### src/rtl/cp0_unit_pkg.sv
// cp0_unit_pkg
// Shared constants for the coprocessor-0 unit:
//   - CP0 register numbers (SR, Cause, EPC, PRId)
//   - exception codes written into Cause.ExcCode
//   - the processor-ID constant
//   - helpers that pack the SR and Cause fields into 32-bit words
package cp0_unit_pkg;

  // CP0 register numbers as seen by mfc0/mtc0
  localparam logic [4:0] REG_SR    = 5'd12;
  localparam logic [4:0] REG_CAUSE = 5'd13;
  localparam logic [4:0] REG_EPC   = 5'd14;
  localparam logic [4:0] REG_PRID  = 5'd15;

  // Exception codes
  typedef enum logic [4:0] {
    EXC_INT  = 5'd0,
    EXC_ADEL = 5'd4,
    EXC_ADES = 5'd5,
    EXC_RI   = 5'd10,
    EXC_OV   = 5'd12
  } exc_code_e;

  localparam logic [31:0] PRID_VALUE = 32'h2021_0001;

  // SR layout: IM in [15:10], EXL in [1], IE in [0]
  function automatic logic [31:0] sr_word(input logic [5:0] im,
                                          input logic       exl,
                                          input logic       ie);
    return {16'b0, im, 8'b0, exl, ie};
  endfunction

  // Cause layout: BD in [31], IP in [15:10], ExcCode in [6:2]
  function automatic logic [31:0] cause_word(input logic       bd,
                                             input logic [5:0] ip,
                                             input logic [4:0] exc_code);
    return {bd, 15'b0, ip, 3'b0, exc_code, 2'b0};
  endfunction

endpackage

### src/rtl/cp0_unit.sv
// cp0_unit
// Coprocessor-0: status, cause, exception PC and processor ID registers
// plus the interrupt/exception request logic for a MIPS-style pipeline.
//
// Ports:
//   clk      in   1   clock, all state updates on the rising edge
//   reset    in   1   asynchronous active-high reset
//   A1       in   5   register number read onto DOut
//   A2       in   5   register number written by mtc0
//   Din      in  32   mtc0 write data
//   PC       in  32   PC of the victim instruction
//   ExcCode  in   5   pending exception code ([6:2]); 0 = none
//   HWInt    in   6   hardware interrupt lines
//   WE       in   1   mtc0 write enable
//   EXLClr   in   1   eret: clears SR.EXL
//   nBD      in   1   victim instruction sits in a branch delay slot
//   IntReq   out  1   take exception/interrupt request to the pipeline
//   EPC      out 30   EPC register ([31:2]), no write bypass
//   DOut     out 32   combinational read of register A1
module cp0_unit
  import cp0_unit_pkg::*;
(
  input  logic        clk,
  input  logic        reset,
  input  logic [4:0]  A1,
  input  logic [4:0]  A2,
  input  logic [31:0] Din,
  input  logic [31:0] PC,
  input  logic [6:2]  ExcCode,
  input  logic [5:0]  HWInt,
  input  logic        WE,
  input  logic        EXLClr,
  input  logic        nBD,
  output logic        IntReq,
  output logic [31:2] EPC,
  output logic [31:0] DOut
);

  // Architectural state
  logic [5:0]  im_reg, im_next;
  logic        exl_reg, exl_next;
  logic        ie_reg, ie_next;
  logic        bd_reg, bd_next;
  logic [5:0]  ip_reg, ip_next;
  logic [4:0]  exc_code_reg, exc_code_next;
  logic [31:2] epc_reg, epc_next;

  logic        int_int;
  logic        exc_req;
  logic [31:0] victim_pc;

  // Request logic. EXL masks both sources so a handler is not re-entered.
  assign int_int = (|(HWInt & im_reg)) & ie_reg & ~exl_reg;
  assign exc_req = (ExcCode != 5'd0) & ~exl_reg;
  assign IntReq  = (int_int | exc_req) & ~reset;

  // A delay-slot victim must restart at its branch, one word earlier.
  assign victim_pc = nBD ? (PC - 32'd4) : PC;

  always_comb begin
    im_next       = im_reg;
    exl_next      = exl_reg;
    ie_next       = ie_reg;
    bd_next       = bd_reg;
    exc_code_next = exc_code_reg;
    epc_next      = epc_reg;
    // Pending interrupt lines are sampled unconditionally.
    ip_next       = HWInt;

    if (IntReq) begin
      // Taking the exception wins over mtc0 and eret in the same cycle.
      exl_next      = 1'b1;
      bd_next       = nBD;
      exc_code_next = int_int ? EXC_INT : ExcCode;
      epc_next      = victim_pc[31:2];
    end else begin
      if (WE) begin
        case (A2)
          REG_SR: begin
            im_next  = Din[15:10];
            exl_next = Din[1];
            ie_next  = Din[0];
          end
          REG_EPC: epc_next = Din[31:2];
          default: ; // Cause and PRId are read-only
        endcase
      end
      // eret beats an SR write of the EXL bit in the same cycle.
      if (EXLClr) begin
        exl_next = 1'b0;
      end
    end
  end

  always_ff @(posedge clk or posedge reset) begin
    if (reset) begin
      im_reg       <= '0;
      exl_reg      <= 1'b0;
      ie_reg       <= 1'b0;
      bd_reg       <= 1'b0;
      ip_reg       <= '0;
      exc_code_reg <= '0;
      epc_reg      <= '0;
    end else begin
      im_reg       <= im_next;
      exl_reg      <= exl_next;
      ie_reg       <= ie_next;
      bd_reg       <= bd_next;
      ip_reg       <= ip_next;
      exc_code_reg <= exc_code_next;
      epc_reg      <= epc_next;
    end
  end

  assign EPC = epc_reg;

  // Read port shows registered state only, so a same-cycle write is not seen.
  always_comb begin
    case (A1)
      REG_SR:    DOut = sr_word(im_reg, exl_reg, ie_reg);
      REG_CAUSE: DOut = cause_word(bd_reg, ip_reg, exc_code_reg);
      REG_EPC:   DOut = {epc_reg, 2'b00};
      REG_PRID:  DOut = PRID_VALUE;
      default:   DOut = 32'd0;
    endcase
  end

endmodule

### config.mk
export PLATFORM = sky130hd
export DESIGN_NAME = cp0_unit
export DESIGN_NICKNAME = d
export VERILOG_FILES = /design/src/rtl/cp0_unit_pkg.sv /design/src/rtl/cp0_unit.sv
export SDC_FILE = /design/constraint.sdc
export NUM_CORES = 1
export LEC_CHECK = 0
export CAP_MARGIN = 20
export CORE_AREA = 2 2 88 90
export CTS_CLUSTER_SIZE = 28
export DETAILED_ROUTE_END_ITERATION = 8
export DIE_AREA = 0 0 90 92
export PLACE_DENSITY = 0.85
export SYNTH_ARGS = -nofsm -noshare
export SYNTH_HDL_FRONTEND = slang
export SYNTH_SLANG_ARGS = --single-unit
### constraint.sdc
create_clock -name clk -period 4.98 [get_ports clk]
set_clock_uncertainty 0.05 [all_clocks]
set_input_delay 0.996 -clock clk [delete_from_list [all_inputs] [get_ports clk]]
set_output_delay 0.996 -clock clk [all_outputs]
set_load 0.005 [all_outputs]
==> results of run 1 <==
## stage by stage
step	cells	hold slack [ps]
6_report	587	429
5_1_grt	587	462
4_1_cts	586	436
3_5_place_dp	578	416
3_3_place_gp	578	402
2_1_floorplan	339	390
## worst paths after layout
path / startpoint / to / slack [ps] / cells past startpoint
max in group asynchronous: reset / EPC[6]$_DFFE_PP0P_ / 3300 / 3
max: A1[4] / DOut[26] / 840 / 6
min: exc_code_reg[1]$_DFFE_PP0P_ / exc_code_reg[1]$_DFFE_PP0P_ / 430 / 2
min in group asynchronous: reset / ip_reg[2]$_DFF_PP0_ / 1040 / 2
min reg2reg: exc_code_reg[1]$_DFFE_PP0P_ / exc_code_reg[1]$_DFFE_PP0P_ / 430 / 2
max reg2reg: im_reg[3]$_DFFE_PP0P_ / EPC[18]$_DFFE_PP0P_ / 3150 / 5
## kinds of logic (layout without fill, tap and decap cells)
kind of cell    Yosys count  in the layout  share of synthesized area
simple gates            139            139                      0.236
mux                      62             62                      0.197
flops                    50             50                      0.391
compound gates           36             36                     0.0660
xor+xnor                 27             27                     0.0739
buf+inv                  24            170                     0.0324
fa+ha+maj                 1              1                    0.00391
## synthesized netlist by cell type, drive strengths merged, types with 2 or more instances
| library cell | instances | area share |
|---|---|---|
| mux2i | 55 | 0.17 |
| nor2 | 31 | 0.036 |
| nand2b | 4 | 0.0078 |
| nand3b | 5 | 0.012 |
| nand2 | 36 | 0.042 |
| or4 | 3 | 0.0082 |
| inv | 6 | 0.0070 |
| xnor2 | 13 | 0.036 |
| and2 | 15 | 0.029 |
| a21oi | 7 | 0.011 |
| nand3 | 8 | 0.013 |
| nor3 | 16 | 0.034 |
| dfrtp | 50 | 0.39 |
| clkbuf | 12 | 0.014 |
| xor2 | 14 | 0.038 |
| o21a | 2 | 0.0047 |
| buf | 6 | 0.011 |
| a22oi | 9 | 0.021 |
| nor4 | 9 | 0.020 |
| o21ai | 16 | 0.025 |
| nor2b | 4 | 0.0078 |
| mux2 | 7 | 0.025 |
## routing by layer
layer | GRT usage | up-vias | part of all wire
met2 | 0.415 | 107 | 0.51
met4 | 0.0692 | 0 | 0.021
met5 | 0 | - | 0
met3 | 0.0394 | 17 | 0.046
met1 | 0.285 | 1489 | 0.42
li1 | - | 1475 | -
## tightest hold or removal path: stages, from the launching register on
cell and delay (ps):
dfrtp_1 350, nand2_1 50, nand2_1 50
## power breakdown
group	total, uW	internal, uW	switching (uW)
registers	556	490	65.9
clock network	302	153	148
logic	419	259	160
## cell type report
cell class,count,area share
clock buffer,5,0.0140
clock inverter,3,0.00990
inverter,6,0.00457
multi-input combinational,265,0.376
sequential,50,0.254
tap,102,0.0259
timing repair buffer,156,0.316
==> metrics.md, run 1 <==
| Metric | Value |
|---|---|
| Status | `finished, final reports clean` |
| Synth Instances | `339` |
| Synth Warn # | `0` |
| Via/cell ratio | `5.26` |
| Worst slew pin tran | `1020 ps` |
| Die ar. | `between 8000 and 9000 um^2` |
| Min cycle time layout | `just over 4000 ps` |
| Max incr delay on CP | `550 ps` |
| Yosys cell types | `40` |
| Die height | `92 um` |
| Total Routing Usage GR | `0.231` |
| Clock Tree Root | `clkbuf_8` |
| Routed vias | `3088` |
| PortBufs | `150` |
| Post-route cell area | `between 4000 and 5000 um^2` |
| TritonCTS clock tree | `done` |
| GPL Wtd Cong | `0.838` |
| Total gr overflow | `0` |
| Register area | `1250 um^2` |
| RSZ-0062 raised after global routing | `false` |
| Fin util | `0.662` |
| Final hold vios | `0` |
| Cell family with most CP delay | `buffers and inverters` |
| Initial drt markers | `109` |
| Fillers | `roughly 630` |
| Area of the multi-input gates | `1850 um^2` |
| Row cnt | `32` |
| Post-Syn Area per Cell | `9.44 um^2` |
| Die width | `around 90 um` |
| Pleak | `0.00219 uW` |
| Maximum capacitance violations | `0` |
| Cell mode on critical path | `clkdlybuf4s50_1` |
| H-tree depth | `2` |
| Clock slew at reported path FFs | `90 ps` |
| Antenna diodes | `0` |
| Share of layout cells above drive strength 1 | `0.0680` |
| DP HPWL | `7260 um` |
| Clk Latency, worst-skew pair | `~300 ps` |
| # Post-CTS Setup Buffers | `0` |
| Number of flops mapped to enable cells by yosys | `0` |
| Vias in the first global route | `3142` |
| Relative slew slack | `0.321` |
| Worst-path fanout max | `15` |
| Crit path required time | `3930 ps` |
| Clock Path Buffers | `2` |
| Post-DP Area | `between 4000 and 5000 um^2` |
| Worst EP arrival | `3100 ps` |
| Worst path cell trace | `clkdlybuf4s50_1, nand3b_1, nor2b_1, buf_4, and2_1, clkdlybuf4s50_1` |
| Io pins | `~150` |
| DP Worst Slack | `812 ps` |
| Drt total wl | `9500 um` |
| Core Region | `7450 um^2` |
| WL/cell | `16.2 um` |
| Pwr Total | `between 1000 and 1500 uW` |
| Ys async rst share | `1.00` |
| TritonCTS buffer count | `5` |
| Nets | `575` |
| Post-route ant nets | `0` |
| Period utilization | `0.832` |
| Synth Cell Area | `3200 um^2` |
| P per Cell Area | `259 nW/um^2` |
| Max Slew Vio Count | `0` |
| Commonest non-fill, non-tap cell in the layout | `clkdlybuf4s50_1` |
| DR pass1 iterations | `4` |
| Min-Delay Path Class | `reg -> reg` |
| CTS Hold Bufs | `0` |
| Largest register FFs | `30` |
| First-pass GRT wire length | `15400 um` |
| Critical path buffers and inverters | `3` |
| Startpoint types | `input pin` |
| TritonCTS Sinks | `50` |
| Synth Flop Type | `dfrtp_1` |
| Max Freq | `approximately 240 MHz` |
| CP Class | `in -> out` |
| Post-synth net total | `430` |
| Leading cell types in the layout, fill and taps excluded | `150 x clkdlybuf4s50_1, 55 x mux2i_1, 50 x dfrtp_1` |
| Slowest CP cell | `nand3b_1` |
| Initial cell density of the core | `0.430` |
| Cts repair resizes | `0` |
| Sequential-to-total area share from yosys stat | `0.391` |
| Maximum number of pins on one net before global-route repair | `~50` |
| Post-route DRC violation count | `0` |
| Sum Neg Setup Slack | `0 ps` |
| Final WS setup | `836 ps` |
| Seq cells post-synth | `50` |
| Peak supply drop | `0.000137 V` |
| Number of antenna violations at the first check in global routing | `0` |
| Setup Viol. Count Final | `0` |
| Layout area overhead | `54.0%` |
| Endpoint class of the critical path | `output pin` |
No activity file was read; power rests on OpenSTA's default activity.
==> run 2: changes to the inputs <==
--- a/config.mk
+++ b/config.mk
@@ -6,11 +6,11 @@
 export NUM_CORES = 1
 export LEC_CHECK = 0
 export CAP_MARGIN = 20
-export CORE_AREA = 2 2 88 90
+export CORE_AREA = 2 2 92 94
 export CTS_CLUSTER_SIZE = 28
 export DETAILED_ROUTE_END_ITERATION = 8
-export DIE_AREA = 0 0 90 92
-export PLACE_DENSITY = 0.85
+export DIE_AREA = 0 0 94 96
+export PLACE_DENSITY = 0.79
 export SYNTH_ARGS = -nofsm -noshare
 export SYNTH_HDL_FRONTEND = slang
 export SYNTH_SLANG_ARGS = --single-unit
==> constraint.sdc (replaced) <==
create_clock -name clk -period 4.3 [get_ports clk]
set_clock_uncertainty 0.05 [all_clocks]
set_input_delay 0.86 -clock clk [delete_from_list [all_inputs] [get_ports clk]]
set_output_delay 0.86 -clock clk [all_outputs]
set_load 0.005 [all_outputs]
==> metrics.md, run 2 (same netlist as run 1, synthesis figures left out) <==
| Metric | Value |
|---|---|
| Status | `finished, final reports clean` |
| Clock Path Buffers | `2` |
| Total Routing Usage GR | `0.215` |
| Reg power frac | `0.452` |
| Min cycle time layout | `3780 ps` |
| Commonest non-fill, non-tap cell in the layout | `clkdlybuf4s50_1` |
| TritonCTS Sinks | `50` |
| Core Region | `8050 um^2` |
| Cts repair resizes | `0` |
| CP Capture Point | `DOut[28]` |
| Via/cell ratio | `5.19` |
| Total gr overflow | `0` |
| Relative slew slack | `0.317` |
| Io pins | `153` |
| Internal power component | `1000 uW` |
| Endpoint class of the critical path | `output pin` |
| RSZ-0062 raised after global routing | `false` |
| H-tree depth | `2` |
| PortBufs | `150` |
| Startpoint types | `input pin` |
| # Post-CTS Setup Buffers | `0` |
| Initial cell density of the core | `0.398` |
| Row cnt | `33` |
| First-pass GRT wire length | `15000 um` |
| Max Freq | `264 MHz` |
| Die ar. | `9020 um^2` |
| Post-route ant nets | `0` |
| Number of antenna violations at the first check in global routing | `0` |
| Area of the multi-input gates | `between 1500 and 2000 um^2` |
| Gate power share | `0.341` |
| Maximum number of pins on one net before global-route repair | `51` |
| Antenna diodes | `0` |
| DP HPWL | `7310 um` |
| CP Class | `in -> out` |
| Drt total wl | `9550 um` |
| Worst-path fanout max | `15` |
| Die width | `94 um` |
| Period utilization | `0.880` |
| Die height | `96 um` |
| Final hold vios | `0` |
| WL/cell | `16.2 um` |
| Max Slew Vio Count | `0` |
| Register area | `1250 um^2` |
| Peak supply drop | `0.000182 V` |
| Worst EP arrival | `about 2900 ps` |
| R2R Path End | `EPC[29]$_DFFE_PP0P_` |
| Crit path required time | `approximately 3400 ps` |
| Layout area overhead | `53.8%` |
| R2r startpoint | `im_reg[3]$_DFFE_PP0P_` |
| Share of layout cells above drive strength 1 | `0.0700` |
| Leading cell types in the layout, fill and taps excluded | `150 x clkdlybuf4s50_1, 55 x mux2i_1, 50 x dfrtp_1` |
| Routed vias | `3069` |
| Worst slew pin tran | `1020 ps` |
| Post-route DRC violation count | `0` |
| TritonCTS buffer count | `5` |
| Clock group share of total power | `0.207` |
| Sum Neg Setup Slack | `0 ps` |
| Sw frac | `0.297` |
| Reg2reg setup slack | `around 2500 ps` |
| Clock Tree Root | `clkbuf_8` |
| Fin util | `0.612` |
| CTS Hold Bufs | `0` |
| DR pass1 iterations | `4` |
| Hold_sp | `exc_code_reg[0]$_DFFE_PP0P_` |
| TritonCTS clock tree | `done` |
| Fillers | `710` |
| Pleak | `0.00218 uW` |
| Maximum capacitance violations | `0` |
| Setup Viol. Count Final | `0` |
| Min-Delay Path Class | `reg -> reg` |
| Largest register FFs | `30` |
| Clk Latency, worst-skew pair | `300 ps` |
| GPL Wtd Cong | `0.796` |
| NetSw | `423 uW` |
| Initial drt markers | `66` |
| Clock slew at reported path FFs | `90 ps` |
| Nets | `576` |
| Vias in the first global route | `3077` |
| R2R cell count | `5` |
| Worst Setup SP | `A1[1]` |
| P per Cell Area | `289 nW/um^2` |
run 2: cell type report:
cell class,instances,share of cell area
tap,105,0.0267
clock inverter,2,0.00330
multi-input combinational,265,0.376
inverter,6,0.00457
sequential,50,0.254
timing repair buffer,157,0.318
clock buffer,6,0.0168
run 2: worst min-delay path by stage:
stage                                   to  slack, ps  cells past startpoint
3_3_place_gp   exc_code_reg[2]$_DFFE_PP0P_        400                      2
6_report       exc_code_reg[0]$_DFFE_PP0P_        440                      2
3_5_place_dp   exc_code_reg[0]$_DFFE_PP0P_        420                      2
4_1_cts        exc_code_reg[0]$_DFFE_PP0P_        440                      2
2_1_floorplan  exc_code_reg[0]$_DFFE_PP0P_        390                      2
5_1_grt        exc_code_reg[0]$_DFFE_PP0P_        460                      2
run 2: power groups by stage:
stage | clock network [uW] | registers [uW] | logic, uW
after floorplan | 0 | 640 | 191
after global placement | 0 | 647 | 476
after detailed placement | 0 | 652 | 486
after CTS | 303 | 644 | 488
after global routing | 322 | 659 | 530
final | 295 | 643 | 485
run 2: worst max-delay path, cell delays in order:
cell             delay (ps)
clkdlybuf4s50_1         730
nor2b_1                 210
nor2b_1                 170
buf_4                   230
and2_1                  150
clkdlybuf4s50_1         500
run 2: per-stage QoR:
| step | setup slack (ps) | std cells | power, uW | instance area, um^2 | hold WS [ps] |
|---|---|---|---|---|---|
| after floorplan | 1360 | 339 | 832 | 3200 | 390 |
| after global placement | 577 | 582 | 1120 | 4800 | 400 |
| after detailed placement | 532 | 582 | 1140 | 4800 | 417 |
| after CTS | 531 | 590 | 1430 | 4900 | 440 |
| after global routing | 368 | 591 | 1510 | 4920 | 458 |
| final | 517 | 591 | 1420 | 4920 | 438 |
run 2: layer usage:
| layer | track usage | routed length, um |
|---|---|---|
| met1 | 0.279 | 4130 |
| met2 | 0.376 | 4800 |
| met3 | 0.0376 | 484 |
| met4 | 0.0543 | 135 |
| met5 | 0 | 0 |
==> edit 1, RTL diff (config.mk and constraints of run 1) <==
`ip_reg` no longer has a reset.
--- a/src/rtl/cp0_unit.sv
+++ b/src/rtl/cp0_unit.sv
@@ -99,5 +99,4 @@
       ie_reg       <= 1'b0;
       bd_reg       <= 1'b0;
-      ip_reg       <= '0;
       exc_code_reg <= '0;
       epc_reg      <= '0;
@@ -107,8 +106,11 @@
       ie_reg       <= ie_next;
       bd_reg       <= bd_next;
-      ip_reg       <= ip_next;
       exc_code_reg <= exc_code_next;
       epc_reg      <= epc_next;
     end
+  end
+
+  always_ff @(posedge clk) begin
+    ip_reg <= ip_next;
   end
 
Function: changed (Yosys sat finds a counterexample within 4 cycles, from zero or initial values and one cycle with reset high).
==> edit 1 against run 1 <==
- synthesized area fell by 1.5%
- power shrank 3.7%
- cell count is 3.2% higher
- design area fell by 1.1%
- clock power down 18%
- sequential cell count unchanged
- count of clock-buffer cells in the layout is the same
- register-to-register slack lost 390 ps
- routed wire length is 5.0% higher
- global-route usage grew 0.37 points
- worst setup slack improved by 7.3 ps
- critical path type unchanged
- largest cell class unchanged
==> edit 1: results (changes against run 1) <==
run status complete, no violations (unchanged); Post-Syn Nets 447 (was 430); worst IR drop on VDD 0.000132 V (was 0.000137 V); Syn Area/Cell 8.86 sq um (was 9.44 sq um); max reg flops 30 (unchanged); share of the yosys chip area belonging to registers 38.7% (was 39.1%); Area contributors post-synth dfrtp_1, mux2_2, nor2_1 (was dfrtp_1, mux2i_1, nand2_1); critical path data arrival time 3090 ps (was 3100 ps); Nets 594 (was 575); Yosys cell types 41 (was 40); pin count of the biggest net entering global routing 65 (was 51); relative slew slack 51.6% (was 32.1%); reg2reg path depth 7 (was 5); hold endpoint exc_code_reg[0] (was exc_code_reg[1]); share of cells above drive strength 1 11.1% (was 6.80%); launching point of the worst reg2reg path im_reg[2] (was im_reg[3]); hold wc startpoint exc_code_reg[0] (was exc_code_reg[1]); FF-to-FF End EPC[14] (was EPC[18]); asr flop ratio synth 88.0% (was 100%); commonest cells in the netlist nor2_1, dfrtp_1, nand2_1 (was mux2i_1, dfrtp_1, nand2_1); fillers 644 (was 627); Placer Congestion 0.830 (was 0.838); HPWL Detailed 7630 microns (was 7260 microns); vias per cell 5.19 (was 5.26); first-pass GRT wire length 15,800 microns (was 15,400 microns); placed cells 597 (was 578); leakage 1.93 nW (was 2.19 nW); worst hold path depth 2 (unchanged); DRT Wirelength 9980 microns (was 9500 microns); CTS max path bufs 2 (unchanged); GRT Util Overall 23.5% (was 23.1%); R2R Setup Slk 2760 ps (was 3150 ps); Place WS 878 ps (was 812 ps)
-- edit 1: changes by cell type after synthesis, moves of 8 or more --
cell     change
mux2_2      +21
mux2i_1     -39
a21oi_1     +23
xnor2_1      +8
xor2_1       -8
nor2_1      +23
nor3_1       +8
-- edit 1: routing by layer --
layer	track usage, %	share of wire (%)	vias to the layer above
met1	29.8	42	1498
met4	5.26	1.2	0
li1	-	-	1527
met5	0	0	-
met3	4.68	4.9	10
met2	41.5	52	110
-- edit 1: kinds of logic (layout without fill, tap and decap cells) --
kind of cell | Yosys count | in the layout | share of synthesized area [%]
multiplexers | 44 | 44 | 15.1
AND/OR/NAND/NOR | 157 | 157 | 25.3
AO/OA/AOI/OAI | 54 | 54 | 10.0
flip-flops | 50 | 50 | 38.7
adder cells (fa/ha/maj) | 1 | 1 | 0.397
XOR/XNOR | 27 | 27 | 7.50
buffers and inverters | 23 | 171 | 2.98
-- edit 1: metrics by stage --
step / instance area [sq um] / hold WS, ps
3_3_place_gp: 4760 / 404
3_5_place_dp: 4760 / 412
6_report: 4870 / 437
5_1_grt: 4870 / 465
2_1_floorplan: 3150 / 390
4_1_cts: 4850 / 438
-- edit 1: worst max-delay path, delay by kind of cell --
family / cells / cell delay, ps
simple gates: 3 / 970
buf+inv: 3 / 1130
-- edit 1: worst max path at each step --
stage	to	cells past startpoint
floorplan	IntReq	6
global placement	DOut[17]	6
detailed placement	DOut[30]	6
CTS	DOut[30]	6
global route	DOut[30]	6
finish	DOut[30]	6
-- edit 1: cell type report --
class	count	share of cell area, %
Tap cell	102	2.62
Clock buffer	5	1.41
Multi-Input combinational cell	283	37.8
Sequential cell	50	25.1
Clock inverter	3	0.488
Inverter	6	0.462
Timing Repair Buffer	157	32.1
-- edit 1: power breakdown --
group / switching, mW / total (mW) / internal (mW)
logic: 0.168 / 0.433 / 0.265
clock network: 0.147 / 0.248 / 0.101
registers: 0.0621 / 0.549 / 0.487
total: 0.377 / 1.23 / 0.852
==> edit 2, RTL diff (flow settings as in run 1) <==
Without the edit above. Register the output `DOut`, with the module's reset; this adds one clock of latency there. The other outputs are not delayed to match. Comments in the files are not updated.
--- a/src/rtl/cp0_unit.sv
+++ b/src/rtl/cp0_unit.sv
@@ -36,4 +36,6 @@
   output logic [31:0] DOut
 );
+
+  logic [31:0] DOut_d;
 
   // Architectural state
@@ -118,10 +120,18 @@
   always_comb begin
     case (A1)
-      REG_SR:    DOut = sr_word(im_reg, exl_reg, ie_reg);
-      REG_CAUSE: DOut = cause_word(bd_reg, ip_reg, exc_code_reg);
-      REG_EPC:   DOut = {epc_reg, 2'b00};
-      REG_PRID:  DOut = PRID_VALUE;
-      default:   DOut = 32'd0;
+      REG_SR:    DOut_d = sr_word(im_reg, exl_reg, ie_reg);
+      REG_CAUSE: DOut_d = cause_word(bd_reg, ip_reg, exc_code_reg);
+      REG_EPC:   DOut_d = {epc_reg, 2'b00};
+      REG_PRID:  DOut_d = PRID_VALUE;
+      default:   DOut_d = 32'd0;
     endcase
+  end
+
+  always_ff @(posedge clk or posedge reset) begin
+    if (reset) begin
+      DOut <= '0;
+    end else begin
+      DOut <= DOut_d;
+    end
   end
 
Check against the original RTL: not equivalent (Yosys sat finds a counterexample within 4 cycles, from zero or initial values and one cycle with reset high).
==> edit 2 against run 1 <==
- core utilization up 12 points
- critical path depth unchanged
- power up 39%
- cell count up 5.8%
- non-clock buffer count down 1
- hold slack worse by 3.9 ps
- worst setup slack better by 400 ps
- sequential cell count up 32
- synthesized area up 24%
- maximum frequency up 11%
- design area up 18%
- routed wire length up 12%
- register-to-register slack worse by 350 ps
==> edit 2: results (changes against run 1) <==
Inserted Diodes 0 (unchanged); Yosys cell types 39 (was 40); reg2reg path depth 5 (unchanged); Worst Hold Class register to register (unchanged); first-pass GRT wire length 16,700 microns (was 15,400 microns); fillers 522 (was 627); adder-cell area share of the yosys netlist 0.315% (was 0.391%); compound-gate portion of the synthesized area 6.02% (was 6.60%); mux contribution to synthesized area 15.6% (was 19.7%); antenna violations before repair 0 (unchanged); share of cells above drive strength 1 7.90% (was 6.80%); placed cell area 5570 sq um (was 4790 sq um); CTS resizes 0 (unchanged); worst IR drop on VDD 0.000179 V (was 0.000137 V); leakage 2.68 nW (was 2.19 nW); Syn Area/Cell 10.9 sq um (was 9.44 sq um); critical path data arrival time 2700 ps (was 3100 ps); Num CTS Buffers 9 (was 5); run status complete, no violations (unchanged); yosys warns 0 (unchanged); Post-Syn Nets 455 (was 430); DRT Wirelength 10,700 microns (was 9500 microns); placed cells 605 (was 578); 1st-iter DRT viols 127 (was 109); vias in the first global route 3,338 (was 3,142); HPWL Detailed 7960 microns (was 7260 microns); Post-CTS Setup Inserts 0 (unchanged); crit-path max cell delay around 540 ps; asr flop ratio synth 100% (unchanged); Clock transition at path regs 80 ps; routed len/inst 17.2 microns (was 16.2 microns); max reg flops 32 (was 30); CTS root buf clkbuf_8 (unchanged); IO buf count 150 (unchanged); sw frac 27.3% (was 29.3%); share of the yosys chip area belonging to registers 51.7% (was 39.1%); worst hold path depth 2 (unchanged); Least-Margin Pin Slew 1040 ps (was 1020 ps); Placer Congestion 0.889 (was 0.838); Initial DRT Pass Iterations 4 (unchanged); Clock Latency Late Sink 340 ps (was 300 ps); CTS max path bufs 2 (unchanged); XOR/XNOR Fraction of Synth Area 5.73% (was 7.39%); Reg with most FFs DOut; total number of vias 3,244 (was 3,088); CP max FO 3 (was 15); Worst path slowest cell clkdlybuf4s50_1 (was nand3b_1); commonest cells in the netlist dfrtp_1, mux2i_1, nor2_1 (was mux2i_1, dfrtp_1, nand2_1); total number of H-tree levels 3 (was 2); Area contributors post-synth dfrtp_1, mux2i_1, xnor2_1 (was dfrtp_1, mux2i_1, nand2_1); GRT Util Overall 25.9% (was 23.1%); pin count of the biggest net entering global routing 53 (was 51); commonest non-fill, non-tap cell in the layout clkdlybuf4s50_1 (unchanged); Place WS 1250 ps (was 812 ps)
edit 2: cell types whose count changed in the layout (fill, tap and decap cells not counted), sizes merged, moves of 4 or more:
cell	change
xnor2	+6
xor2	-7
nor2	+6
nand3b	-4
dfrtp	+32
clkbuf	+4
nand4	+4
nand2	-4
edit 2: worst max-delay path: cells and delay by family:
family          cells  cell delay, ps
compound gates      3             590
buf+inv             3            1110
edit 2: final timing paths:
check | startpoint | endpoint | slack, ps
setup reg to reg | im_reg[2] | im_reg[0] | 2800
min in group asynchronous | reset | ie_reg | 1170
setup / recovery | HWInt[2] | IntReq | 1230
hold reg to reg | exc_code_reg[3] | exc_code_reg[3] | 420
hold / removal | exc_code_reg[3] | exc_code_reg[3] | 420
max in group asynchronous | reset | EPC[23] | 2800
edit 2: area by class of cell:
| class | count | area [sq um] | share of cell area, % |
|---|---|---|---|
| clock inverters | 6 | 90.1 | 1.55 |
| multi-input cells | 261 | 1840 | 31.6 |
| repair buffers | 155 | 1550 | 26.7 |
| flip-flops and latches | 82 | 2050 | 35.3 |
| well taps | 102 | 128 | 2.20 |
| inverters | 6 | 23.8 | 0.409 |
| clock buffers | 9 | 124 | 2.13 |
edit 2: power by group through the flow:
stage	sequential [mW]	combinational [mW]	clock (mW)
after CTS	0.826	0.430	0.527
after global placement	0.834	0.416	0
after global routing	0.840	0.465	0.555
final	0.828	0.427	0.524
after floorplan	0.824	0.163	0
after detailed placement	0.838	0.428	0
edit 2: per-layer routing:
metal | up-vias | part of all wire, % | global-route usage [%]
li1 | 1562 | - | -
met4 | 0 | 2.3 | 9.49
met1 | 1546 | 43 | 34.2
met5 | - | 0 | 0
met2 | 115 | 50 | 43.9
met3 | 21 | 4.5 | 3.78
